--- config.mk ---
export PLATFORM = sky130hd
export DESIGN_NAME = prog_data_memory
export DESIGN_NICKNAME = d
export VERILOG_FILES = /design/src/rtl/prog_data_memory.sv
export SDC_FILE = /design/constraint.sdc
export NUM_CORES = 1
export LEC_CHECK = 0
export ABC_AREA = 1
export ABC_CLOCK_PERIOD_IN_PS = 2500
export CAP_MARGIN = 20
export CORE_UTILIZATION = 50
export CTS_CLUSTER_DIAMETER = 80
export DETAILED_ROUTE_END_ITERATION = 16
export PLACE_DENSITY_LB_ADDON = 0.25
export SLEW_MARGIN = 25
export SYNTH_ARGS = -nofsm -noshare
export SYNTH_HDL_FRONTEND = slang
export SYNTH_SLANG_ARGS = --single-unit
--- constraint.sdc ---
create_clock -name clk -period 2.5 [get_ports clk]
set_input_delay 0.75 -clock clk [delete_from_list [all_inputs] [get_ports clk]]
set_output_delay 0.75 -clock clk [all_outputs]
set_load 0.005 [all_outputs]
--- src/rtl/prog_data_memory.sv ---
// Program/data RAM behind the CPU memory port: clears itself after reset,
// takes a host program image over a valid/ready stream, then serves the CPU.
module prog_data_memory #(
  parameter int ADDR_WIDTH = 6,
  parameter int DATA_WIDTH = 16,
  parameter int LOAD_BASE  = 8
) (
  input  logic                  clk,
  input  logic                  rst_n,
  input  logic                  we,
  input  logic [ADDR_WIDTH-1:0] addr,
  input  logic [DATA_WIDTH-1:0] data,
  output logic [DATA_WIDTH-1:0] out,
  input  logic                  ld_valid,
  input  logic [DATA_WIDTH-1:0] ld_data,
  input  logic                  ld_last,
  output logic                  ld_ready,
  output logic                  ready,
  output logic                  err
);

  localparam int DEPTH = 1 << ADDR_WIDTH;
  localparam logic [ADDR_WIDTH:0] LP_BASE = (ADDR_WIDTH + 1)'(LOAD_BASE);

  typedef enum logic [1:0] {
    CLEAR,
    LOAD,
    RUN
  } state_t;

  state_t                  state;
  state_t                  state_next;
  logic [ADDR_WIDTH-1:0]   cp;
  // Extra MSB marks "pointer ran off the end" so overflow never wraps.
  logic [ADDR_WIDTH:0]     lp;
  logic [DATA_WIDTH-1:0]   mem [DEPTH];

  logic                    xfer;
  logic                    wr_en;
  logic [ADDR_WIDTH-1:0]   wr_addr;
  logic [DATA_WIDTH-1:0]   wr_data;

  always_comb begin
    state_next = state;
    ld_ready   = 1'b0;
    ready      = 1'b0;
    xfer       = 1'b0;
    wr_en      = 1'b0;
    wr_addr    = addr;
    wr_data    = data;
    unique case (state)
      CLEAR: begin
        wr_en   = 1'b1;
        wr_addr = cp;
        wr_data = '0;
        if (cp == '1) state_next = LOAD;
      end
      LOAD: begin
        ld_ready = 1'b1;
        xfer     = ld_valid;
        wr_en    = ld_valid && !lp[ADDR_WIDTH];
        wr_addr  = lp[ADDR_WIDTH-1:0];
        wr_data  = ld_data;
        if (ld_valid && ld_last) state_next = RUN;
      end
      RUN: begin
        ready = 1'b1;
        wr_en = we;
      end
      default: state_next = CLEAR;
    endcase
  end

  always_ff @(posedge clk or negedge rst_n) begin
    if (!rst_n) begin
      state <= CLEAR;
      cp    <= '0;
      lp    <= LP_BASE;
      err   <= 1'b0;
      out   <= '0;
    end else begin
      state <= state_next;
      if (state == CLEAR) cp <= cp + ADDR_WIDTH'(1);
      if (xfer && !lp[ADDR_WIDTH]) lp <= lp + (ADDR_WIDTH + 1)'(1);
      if (xfer && lp[ADDR_WIDTH]) err <= 1'b1;
      out <= (state == RUN) ? mem[addr] : '0;
    end
  end

  // Array has no reset; the CLEAR sequence zeroes it.
  always_ff @(posedge clk) begin
    if (wr_en) mem[wr_addr] <= wr_data;
  end

endmodule

==> run_results.csv <==
group,metric,value,unit
routing,via_per_inst,5.71,
sta,fmaxAchievable,0.408,GHz
layout,most_common_cell_after_layout_fill_and_taps_aside,"sky130_fd_sc_hd__nand2_1",
sta,maxSlewViolCount,0,
clock_tree,cts_hold_repair.buffers,0,
layout,final_nets,3947,
layout,final_cell_count_no_fill,5134,
routing,drcViolationCount,0,
synthesis,synth.yosys.seq_area_share,0.734,
layout,n_antenna_cell,0,
pwr,totalPowerFinal,0.0375,W
critical_path,worstSetupStartpointType,"flip-flop",
sta,finalHoldViolCount,0,
routing,routed_wirelength,124000,µm
critical_path,worstPathBufferInverterCount,1,
sta,ratio_of_final_minimum_period_to_clock_period,0.980,
place,preCtsSetupSlack,-548,ps
critical_path,worst-r2r-setup-slack,110,ps
synthesis,synthesis.area_per_instance,11.8,µm²
routing,average_wire_length_per_cell_after_detail_routing,24.1,µm
pwr,p_per_area,733,nW/µm²
critical_path,timing_worst_setup_path_type,"reg2out",
critical_path,cp-end-kind,"primary output",
critical_path,critical_path.cell_chain,"clkdlybuf4s50_1",
die,die_x,295,µm
global_routing,globalRouteOverflowTotal,0,
routing,drt_first_pass_iters,8,
sta,final.min_clock_period,2450,ps
synthesis,ys_async_sr_fraction,0.0303,
critical_path,cp_top_family,"buffers and inverters",
pwr,vdd.ir_drop.worst,0.000473,V
die,core_area,85100,µm²
layout,layout-drive-gt1-share,0.137,
die,placementRows,107,
clock_tree,tritoncts.num_buffers,104,
die,starting_utilization_of_the_core_area,0.505,
global_routing,wire_length_of_the_first_global_routing_pass,179000,µm
clock_tree,clkSinkCount,1056,
place,hpwlAfterDp,79000,µm
synthesis,count_of_different_cell_masters_after_synthesis,35,
synthesis,yosysWarningCount,0,
global_routing,via_count_of_the_first_global_routing_pass,27319,
clock_tree,clkSlewWorstSetupHoldPaths,60,ps
routing,route.vias.total,29290,
place,dp.cells,4937,
sta,setup_viol,0,
flow_run,timing.max_cap.violations,0,
sta,timing.final.ws_setup,50.1,ps
run_status,outcome,"finished clean",
synthesis,synth_ff_type,"sky130_fd_sc_hd__edfxtp_1",
min_path,worstHoldPathType,"in2async",
global_routing,pin_count_of_the_biggest_net_entering_global_routing,65,
pwr,static-leakage-power,18.6,nW
synthesis,instance_count_of_the_mapped_netlist,3631,
synthesis,synth_edf_count,1024,
critical_path,max_stage_delay,570,ps
clock_tree,cts.htree.levels,3,
layout,mostFrequentLayoutCells,"sky130_fd_sc_hd__nand2_1 (1314), sky130_fd_sc_hd__edfxtp_1 (1024), sky130_fd_sc_hd__nand3_1 (868)",
layout,syn_to_final_growth,18.9,%
die,fp.dieH,295,µm
clock_tree,clk_root_buf,"sky130_fd_sc_hd__clkbuf_16",
routing,antenna_violating_nets_post_route,0,
sta,timing_worst_slew_pin_value,546,ps
synthesis,post_synthesis_net_count,3676,
critical_path,worstPathArrival,1700,ps
critical_path,critical_path_peak_fanout,1,
sta,fin_worst_skew,24.6,ps
clock_tree,cts_buffer_depth,3,
critical_path,crit_path_required_time,1750,ps
sta,rsz_0062_raised_after_global_routing,"false",
critical_path,slowest_cell_on_crit_path,"sky130_fd_sc_hd__clkdlybuf4s50_1",
global_routing,grtUsageTotal,0.285,
synthesis,synth_seq_cells,1056,
clock_tree,worst_skew_pair.late_latency,670,ps
sta,tns,0,ps
die,io_pins,62,
place,numPortBuffers,61,
sta,relSlewSlack,0.636,
place,globalplace.congestion,0.952,
global_routing,antenna_violations_before_repair,0,
clock_tree,cts_tree,"built",
die,die_area,87200,µm²
routing,drt-initial-drc-count,4054,
synthesis,syn_area,43000,µm²
## where the power goes
part / leakage, nW / switching (W) / internal, W
Clock: 1.73 / 0.00662 / 0.00960
Sequential: 8.15 / 0.00000100 / 0.0191
Combinational: 8.76 / 0.00143 / 0.000733
## kinds of logic after synthesis
| family | share of synthesized area |
|---|---|
| and+or+nand+nor | 0.224 |
| DFF | 0.734 |
| buffers and inverters | 0.0327 |
| AOI/OAI and AO/OA | 0.00739 |
| xor gates and xnor gates | 0.00204 |
| adders and majority gates | 0.000582 |
## final timing paths
path                          start          to  cells past startpoint
min in group clk              lp[5]       lp[5]                      1
hold reg to reg               lp[5]       lp[5]                      1
max in group asynchronous     rst_n      out[6]                      2
hold / removal                rst_n    state[1]                      2
setup / recovery            out[12]     out[12]                      1
setup reg to reg           state[1]  mem[36][7]                     10
## cell type report
type,instances,area (µm²)
Clock buffer,126,2760
Clock inverter,68,788
Fill cell,6715,34000
Inverter,26,126
Multi-Input combinational cell,2323,10100
Sequential cell,1056,31600
Tap cell,1144,1430
Timing Repair Buffer,391,4340
## stage by stage
stage,hold WS (ps),cell area [µm²],util
after global routing,170,51100,0.601
final,138,51100,0.601
after floorplan,442,43100,-
after detailed placement,457,47500,0.558
after CTS,136,51100,0.600
after global placement,455,47500,0.558
## Yosys cell counts, types with 2 or more instances
cell type                     n  area share
sky130_fd_sc_hd__a21oi_1     18      0.0021
sky130_fd_sc_hd__a22o_1      16      0.0033
sky130_fd_sc_hd__a22oi_1      2     0.00035
sky130_fd_sc_hd__and2_1       2     0.00029
sky130_fd_sc_hd__buf_1       18      0.0016
sky130_fd_sc_hd__buf_2      121       0.014
sky130_fd_sc_hd__buf_4       29      0.0051
sky130_fd_sc_hd__buf_6       26      0.0068
sky130_fd_sc_hd__clkbuf_1    32      0.0028
sky130_fd_sc_hd__clkinv_1     2     0.00017
sky130_fd_sc_hd__dfrtp_1     31       0.018
sky130_fd_sc_hd__edfxtp_1  1024        0.72
sky130_fd_sc_hd__ha_1         2     0.00058
sky130_fd_sc_hd__inv_1       19      0.0017
sky130_fd_sc_hd__inv_2        4     0.00035
sky130_fd_sc_hd__nand2_1   1314        0.11
sky130_fd_sc_hd__nand3_1    868        0.10
sky130_fd_sc_hd__nor2_1      73      0.0064
sky130_fd_sc_hd__nor4_1       2     0.00029
sky130_fd_sc_hd__o211ai_1     2     0.00035
sky130_fd_sc_hd__o21ai_0      3     0.00035
sky130_fd_sc_hd__o21ai_1      2     0.00023
sky130_fd_sc_hd__xor2_1       9      0.0018
## metal layers
metal	track usage	part of all wire
met3	0.0613	0.11
met2	0.428	0.45
met4	0.104	0.034
met5	0	0
met1	0.411	0.41
## registers in the layout, indices dropped and copies added (netlist names)
register / cells
mem: 1024
out: 16
lp: 7
cp: 6
state: 2
err: 1
## repair_timing
item | 4_1_cts | 5_1_grt
resized for setup | 8 | 5
buffers inserted | 3 | 0
setup endpoints to repair | 2 | 491
Power figures use the tool's default switching activity.
